==> config.mk <==
export PLATFORM = sky130hd
export DESIGN_NAME = pol_max_core
export DESIGN_NICKNAME = d
export VERILOG_FILES = /design/src/rtl/pol_max_core.sv
export SDC_FILE = /design/constraint.sdc
export NUM_CORES = 2
export LEC_CHECK = 0
export ABC_CLOCK_PERIOD_IN_PS = 7270
export BUFFER_PORTS_ARGS = -buffer_cell sky130_fd_sc_hd__clkbuf_2
export CORE_AREA = 2 2 417 419
export DETAILED_ROUTE_END_ITERATION = 12
export DIE_AREA = 0 0 419 421
export RECOVER_POWER = 50
export REMOVE_ABC_BUFFERS = 1
export SLEW_MARGIN = 20
export SYNTH_ARGS = -nofsm -noshare
export SYNTH_HDL_FRONTEND = slang
export SYNTH_SLANG_ARGS = --single-unit
==> constraint.sdc <==
create_clock -name clk -period 7.27 [get_ports clk]
set_input_delay 2.181 -clock clk [delete_from_list [all_inputs] [get_ports clk]]
set_output_delay 2.181 -clock clk [all_outputs]
set_load 0.02 [all_outputs]
==> src/rtl/pol_max_core.sv <==
// Max-pooling core: turns neighbour indices into arbiter read requests and
// reduces the in-order returned feature vectors lane-wise by unsigned max.
module pol_max_core #(
    parameter int IDX_WIDTH      = 10,
    parameter int ACT_WIDTH      = 8,
    parameter int POOL_COMP_CORE = 64,
    parameter int K_WIDTH        = 5,
    parameter int PNT_WIDTH      = 16,
    parameter int OUTSTAND       = 4
) (
    input  logic                                clk,
    input  logic                                rst_n,
    input  logic                                CCUPOL_Start,
    input  logic [K_WIDTH-1:0]                  CCUPOL_K,
    input  logic [PNT_WIDTH-1:0]                CCUPOL_NumPnt,
    output logic                                POLCCU_Done,
    input  logic [IDX_WIDTH-1:0]                MAPPOL_Idx,
    input  logic                                MAPPOL_IdxVld,
    output logic                                POLMAP_IdxRdy,
    output logic                                POLMIF_AddrVld,
    output logic [IDX_WIDTH-1:0]                POLMIF_Addr,
    input  logic                                MIFPOL_Rdy,
    input  logic [ACT_WIDTH*POOL_COMP_CORE-1:0] MIFPOL_Ofm,
    input  logic                                MIFPOL_OfmVld,
    output logic                                POLMIF_OfmRdy,
    output logic [ACT_WIDTH*POOL_COMP_CORE-1:0] POLGLB_Fm,
    output logic                                POLGLB_FmVld,
    input  logic                                GLBPOL_FmRdy
);
    localparam int VEC_W = ACT_WIDTH * POOL_COMP_CORE;
    localparam int TOT_W = K_WIDTH + PNT_WIDTH;
    localparam int CRD_W = $clog2(OUTSTAND) + 1;

    // All handshakes: a transfer happens on a clock edge where valid and ready
    // are both high; valid never depends on the consumer's ready.
    typedef enum logic [1:0] {IDLE = 2'd0, BUSY = 2'd1, DONE = 2'd2} state_t;

    state_t               state;
    logic [K_WIDTH-1:0]   k_reg;
    logic [K_WIDTH-1:0]   kcnt;
    logic [PNT_WIDTH-1:0] npnt_reg;
    logic [PNT_WIDTH-1:0] pcnt;
    logic [TOT_W-1:0]     total;
    logic [TOT_W-1:0]     issued;
    logic [CRD_W-1:0]     credit;
    logic [VEC_W-1:0]     acc;
    logic [VEC_W-1:0]     max_vec;
    logic [VEC_W-1:0]     beat_vec;
    logic                 busy;
    logic                 issue_en;
    logic                 addr_hs;
    logic                 data_hs;
    logic                 out_hs;
    logic                 first_beat;
    logic                 last_beat;

    assign busy     = (state == BUSY);
    assign total    = TOT_W'(k_reg) * TOT_W'(npnt_reg);
    assign issue_en = busy && (issued < total) && (credit < CRD_W'(OUTSTAND));

    assign POLMIF_Addr    = MAPPOL_Idx;
    assign POLMIF_AddrVld = MAPPOL_IdxVld & issue_en;
    assign POLMAP_IdxRdy  = MIFPOL_Rdy & issue_en;
    assign addr_hs        = POLMIF_AddrVld & MIFPOL_Rdy;

    assign first_beat = (kcnt == '0);
    assign last_beat  = (kcnt == k_reg - K_WIDTH'(1));

    // Final beat may only stall while the output register is full and not draining.
    assign POLMIF_OfmRdy = busy & ~(last_beat & POLGLB_FmVld & ~GLBPOL_FmRdy);
    assign data_hs       = MIFPOL_OfmVld & POLMIF_OfmRdy;
    assign out_hs        = POLGLB_FmVld & GLBPOL_FmRdy;
    assign POLCCU_Done   = (state == DONE);

    always_comb begin
        max_vec = acc;
        for (int i = 0; i < POOL_COMP_CORE; i++) begin
            if (MIFPOL_Ofm[i*ACT_WIDTH +: ACT_WIDTH] > acc[i*ACT_WIDTH +: ACT_WIDTH])
                max_vec[i*ACT_WIDTH +: ACT_WIDTH] = MIFPOL_Ofm[i*ACT_WIDTH +: ACT_WIDTH];
        end
    end

    assign beat_vec = first_beat ? MIFPOL_Ofm : max_vec;

    always_ff @(posedge clk or negedge rst_n) begin
        if (!rst_n) begin
            state        <= IDLE;
            k_reg        <= '0;
            npnt_reg     <= '0;
            kcnt         <= '0;
            pcnt         <= '0;
            issued       <= '0;
            credit       <= '0;
            acc          <= '0;
            POLGLB_Fm    <= '0;
            POLGLB_FmVld <= 1'b0;
        end else begin
            case (state)
                IDLE: begin
                    if (CCUPOL_Start) begin
                        k_reg        <= CCUPOL_K;
                        npnt_reg     <= CCUPOL_NumPnt;
                        kcnt         <= '0;
                        pcnt         <= '0;
                        issued       <= '0;
                        credit       <= '0;
                        POLGLB_FmVld <= 1'b0;
                        state <= (CCUPOL_K == '0 || CCUPOL_NumPnt == '0) ? DONE : BUSY;
                    end
                end
                BUSY: begin
                    if (addr_hs)
                        issued <= issued + TOT_W'(1);
                    if (addr_hs && !data_hs)
                        credit <= credit + CRD_W'(1);
                    else if (!addr_hs && data_hs)
                        credit <= credit - CRD_W'(1);
                    if (data_hs) begin
                        acc <= beat_vec;
                        if (last_beat) begin
                            kcnt <= '0;
                            pcnt <= pcnt + PNT_WIDTH'(1);
                        end else begin
                            kcnt <= kcnt + K_WIDTH'(1);
                        end
                    end
                    // pcnt reaching npnt means the register now holds the last point
                    if (data_hs && last_beat) begin
                        POLGLB_Fm    <= beat_vec;
                        POLGLB_FmVld <= 1'b1;
                    end else if (out_hs) begin
                        POLGLB_FmVld <= 1'b0;
                    end
                    if (out_hs && pcnt == npnt_reg)
                        state <= DONE;
                end
                DONE:    state <= IDLE;
                default: state <= IDLE;
            endcase
        end
    end
endmodule

After elaboration in Yosys (flattened, before gate mapping). Index checks and enable logic that the tools add are counted.

Add/sub/neg operators: 6. Multipliers: 1. $lt $le $gt $ge: 66. Eq/ne operators: 11. Muxes and demuxes: 88. Bitwise operators: 10. Reductions and logical operators: 23.

Operators by type and width (number): > comparator 8 bit (64); two-way mux 512 bit (1); two-way mux 8 bit (64); two-way mux 16 bit (3); two-way mux 21 bit (2); one-hot mux 21 bit (2 select lines) (1); one-hot mux 16 bit (2 select lines) (1); adder 21 x 1 -> 21 bit (second input constant) (1); < comparator 21 bit (1); multiplier 5 x 16 -> 21 bit (1); adder 16 x 1 -> 16 bit (second input constant) (1); == test 16 bit (1); zero test 16 bit (1); two-way mux 5 bit (3); AND reduction 3 bit (4); zero test 5 bit (2); one-hot mux 5 bit (2 select lines) (1); two-way mux 3 bit (3); AND 1 bit (8); != test 2 x 1 -> 1 bit (second input constant) (4); AND reduction 2 bit (4); logical AND 1 bit (6); two-way mux 2 bit (3); != test 3 x 1 -> 1 bit (second input constant) (2); other kinds (19) (23).

Register bits after elaboration: 1093. Bits of input ports: 550. Output and inout port bits: 527. Logic and storage cells: 215.

Depth between registers and ports, before layout.
Word-level depth: 11. Mapped depth: 26. Mapped depth without buffers: 23.

Worst setup path before layout. Ideal clock, no wire load.

Kind: flip-flop to output port. From: reg k_reg[4]. To: out POLMAP_IdxRdy. Data arrival time: 5222 ps. Required time: 5089 ps. Path slack: -133 ps. Stages on the path, launching flop included: 21. Path buffers: 1. Cells stage by stage: dfrtp_1 -> clkbuf_1 -> and2_1 -> fa_1 -> fa_1 -> inv_1 -> fa_1 -> inv_1 -> ha_1 -> or4_1 -> o21ai_0 -> a21oi_1 -> and4_1 -> o22ai_1 -> o21a_1 -> xor2_1 -> ha_1 -> and4_1 -> a221oi_2 -> o21a_1 -> and2_1.

Cells in the longest elaborated chain, start to end: 5.

RTL lines: start: declaration (RTL line 39) `logic [K_WIDTH-1:0] k_reg;`; start signal: assignment (RTL line 88) `k_reg <= '0;`; start signal: assignment (RTL line 101) `k_reg <= CCUPOL_K;`; multiplier 5 x 16 -> 21 bit (RTL line 58) `assign total = TOT_W'(k_reg) * TOT_W'(npnt_reg);`; < comparator 21 bit (RTL line 59) `assign issue_en = busy && (issued < total) && (credit < CRD_W'(OUTSTAND));`; logical AND 1 bit (2 in series) (RTL line 59); AND 1 bit (RTL line 63) `assign POLMAP_IdxRdy = MIFPOL_Rdy & issue_en;`; end: declaration (RTL line 19) `output logic POLMAP_IdxRdy,`.

No other way between the ends.

Worst setup path after layout.
From: reg k_reg[4]. To: out POLMIF_AddrVld.

Cells in the longest elaborated chain, start to end: 5.

RTL lines: multiplier 5 x 16 -> 21 bit (RTL line 58); < comparator 21 bit (RTL line 59); logical AND 1 bit (2 in series) (RTL line 59); AND 1 bit (RTL line 62) `assign POLMIF_AddrVld = MAPPOL_IdxVld & issue_en;`; end: declaration (RTL line 20) `output logic POLMIF_AddrVld,`.

No other way between the ends.

==> flow_metrics.tcl <==
set metrics [dict create \
    path_clk_slew_ns 0.06 \
    p_sw_share_pct 42.3 \
    yosysWarnings 0 \
    min_path_type "reg2reg" \
    cp-end-kind "output port" \
    switchingPower_mw 15.3 \
    setup_viol 2 \
    fin_ws_ns -0.926 \
    synthAdderAreaFrac_pct 12.7 \
    max_clock_freq_mhz 122 \
    top_regs "POLGLB_Fm (512), acc (512), issued (21)" \
    seq_area_um2 27400 \
    violations "max-capacitance violations, max-slew violations, negative setup slack" \
    grt_usage_pct 21.4 \
    fin_skew_ns 0.0312 \
    path_max_fanout 4 \
    rrSetupSlack_ns 0.85 \
    required_ns 5.09 \
    power_frac_comb_pct 50.0 \
    power.share.clock_pct 18.9 \
    syn_to_final_growth_pct 20.4 \
    numCtsBuffers 134 \
    async_flop_share_pct 100 \
    grt-ovfl-total 0 \
    status "finished with violations" \
    grt_pass1_wl_mm 292 \
    synthCells 6027 \
    nets 8292 \
    yosys-mux-area-fraction_pct 16.7 \
    synth_top_family_by_area "multiplexers" \
    dpl-instance-area_um2 70300 \
    ys_types 64 \
    die-area_um2 176000 \
    hold_viol 0 \
    totalPowerFinal_mw 36.2 \
    intPower_mw 20.9 \
    wl_met3_mm 12.2 \
    synth_area_leaders "dfrtp_1 44%, ha_1 11%, mux2_2 8.4%" \
    synth_largest_area_cell "dfrtp_1" \
    timing.slew.headroom_pct -277 \
    path_class "reg2out" \
    antenna_found_initial 72 \
    dieHeight_um 421 \
    cts.sinks 1093 \
    pin_count 1077 \
    r2r-end "credit[2]" \
    hold_depth 2 \
    drtAntennaViolNets 0 \
    netlist_area_um2 62400 \
    route.met2.wl_mm 92.1 \
    portBuffers 1056 \
    fin_area_um2 75100 \
    synth_edf_count 0 \
    ctsRootBufferMaster "clkbuf_16" \
    viasPerCell 5.00 \
    rsz0062_at_grt "yes" \
    whs_endpoint "POLGLB_Fm[66]" \
    wl_met1_mm 77.6 \
    ys.flop_type "dfrtp_1" \
    ys_seq_area_share_pct 43.8 \
    cts_tree "done" \
    crit_path_start_kind "register" \
    vdd_drop_max_v 0.000260 \
    p_per_area_nw_per_um2 482 \
    synth_top_area_share_pct 43.8 \
    clock_latency_ns 0.80 \
    max-cap-violations 6 \
    wirelength_mm 191 \
    cts_max_path_buffers 3 \
    die_w_um 419 \
    avgSynthCellArea_um2 10.4 \
    synth_compound_gate_area_share_pct 10.2 \
    num_vias 48000 \
    gp_routability_congestion 0.927 \
    p_leak_nw 37.0 \
    first_pass_iters 7 \
    slew_violations 361 \
    yosys.area_share.simple_pct 10.1 \
    rows 153 \
    layout-drive-gt1-share_pct 25.1 \
    drc 0 \
    fill_cells 16700 \
    final.period_utilization_pct 113 \
    synth_xor_xnor_area_share_pct 0.870 \
    r2r_cells 25 \
    start_util_pct 36.2 \
    dr.max_layer_used "met5" \
    tightest_slew_ns 5.65 \
    multi_input_area_um2 31900 \
    drtIter0Drc 2233 \
    wl_per_cell_um 19.9 \
    grt_max_degree 216 \
    dpl.hpwl_mm 148 \
    ys_ff_latch 1093 \
    min_period_ns 8.20 \
    arrival_ns 6.02 \
    r2r_start "k_reg[4]" \
    core-area_um2 172000 \
    seq_power_share_pct 31.0 \
    hold_start "POLGLB_Fm[66]" \
    grt_pass1_vias 48200 \
    htreeDepth 4 \
]
per-layer routing:
layer,vias to the layer above,track usage [%]
li1,23200,-
met1,23400,25.7
met2,1095,34.7
met3,370,6.07
met4,38,11.3
met5,-,0
worst max-delay path by stage:
| stage | from | endpoint | cells after the start |
|---|---|---|---|
| floorplan | GLBPOL_FmRdy | POLGLB_Fm[0] | 3 |
| global placement | k_reg[4] | POLMAP_IdxRdy | 20 |
| detailed placement | k_reg[4] | POLMAP_IdxRdy | 20 |
| CTS | k_reg[4] | POLMIF_AddrVld | 21 |
| global route | k_reg[4] | POLMAP_IdxRdy | 22 |
| finish | k_reg[4] | POLMIF_AddrVld | 21 |
Yosys cell counts, drive strengths merged (3+ instances only):
library cell and instances:
or3 5, nor3 69, a2111oi 18, o21ai 762, nand2 686, o2111ai 4, fa 43, and3 4
nand4 120, xor2 14, a21oi 63, and4 6, xnor2 48, o22ai 55, inv 609, or2 3
nor2 204, buf 115, nand3 38, nand2b 42, o21a 95, dfrtp 1093, clkbuf 88, a21o 25
nor4 20, o21bai 3, and2 71, a211oi 29, ha 566, o311a 10, nor2b 91, a31o 3
or4 7, mux2i 513, o211ai 14, a31oi 3, mux2 468
worst max-delay path, stage by stage, from the launching register on:
cell	delay, ns
dfrtp_2	0.45
buf_12	0.14
and2_4	0.13
fa_1	0.46
fa_1	0.55
inv_2	0.04
fa_1	0.51
inv_2	0.05
ha_4	0.22
or4_4	0.48
o21ai_2	0.08
a21oi_2	0.06
and4_4	0.23
o22ai_4	0.16
o21a_1	0.14
xor2_1	0.16
ha_1	0.28
and4_4	0.22
a221oi_4	0.32
o21a_1	0.25
and2_1	0.16
clkbuf_8	0.14
cells in the final DEF (no fill, tap or decap), types with 25 or more instances in the layout:
cell and instances:
mux2i_1 513, fa_1 39, nand2b_1 41, nor2_1 203
o21ai_2 47, o21a_1 95, clkbuf_8 34, o22ai_1 54
nor3_1 69, xnor2_1 48, diode_2 46, buf_4 86
ha_1 556, inv_1 602, o21ai_1 301, nand2_1 684
a21oi_1 56, nand4_1 120, dfrtp_1 1090, a21o_1 25
nand3_1 37, clkbuf_2 911, and2_1 62, clkbuf_1 177
o21ai_0 414, mux2_2 466, a211oi_1 28, nor2b_1 89
clkbuf_16 137
per-stage QoR:
| step | worst slack [ns] | util [%] | setup TNS, ns | hold WS, ns | instances |
|---|---|---|---|---|---|
| 2_1_floorplan | -11.87 | - | -5860.17 | 0.461 | 5824 |
| 3_3_place_gp | -0.518 | 40.8 | -1.04 | 0.461 | 9304 |
| 3_5_place_dp | -0.615 | 40.8 | -1.23 | 0.470 | 9304 |
| 4_1_cts | -1.01 | 43.6 | -2.02 | 0.482 | 9549 |
| 6_report | -0.926 | 43.5 | -1.85 | 0.475 | 9601 |
| 5_1_grt | -1.20 | 43.5 | -292.22 | 0.500 | 9594 |
cell type report:
class / count / share of cell area [%]
tap: 2325 / 3.87
timing repair buffer: 1173 / 8.10
multi-input combinational: 4122 / 42.5
inverter: 609 / 3.04
clock inverter: 41 / 0.693
sequential: 1093 / 36.4
clock buffer: 192 / 5.24
antenna: 46 / 0.153
power by group through the flow:
| stage | sequential [mW] | combinational, mW | clock [mW] |
|---|---|---|---|
| finish | 11.2 | 18.1 | 6.84 |
| global route | 11.6 | 20.2 | 7.27 |
| CTS | 11.2 | 18.3 | 7.04 |
| detailed placement | 11.3 | 17.7 | 0 |
| global placement | 11.1 | 17.4 | 0 |
| floorplan | 12.7 | 10.5 | 0 |
cell families after synthesis:
group | Yosys count
AO/OA/AOI/OAI | 1097
XOR/XNOR | 62
adder cells (fa/ha/maj) | 609
buffers and inverters | 812
flip-flops | 1093
multiplexers | 982
AND/OR/NAND/NOR | 1372
what timing repair did:
action	in CTS	in global routing
buffers inserted	12	2
endpoints found under the hold margin	0	0
hold buffers	0	0
pin swaps	58	13
endpoints found under the setup margin	2	2
resized for setup	70	14
(Power assumes the default switching activity.)
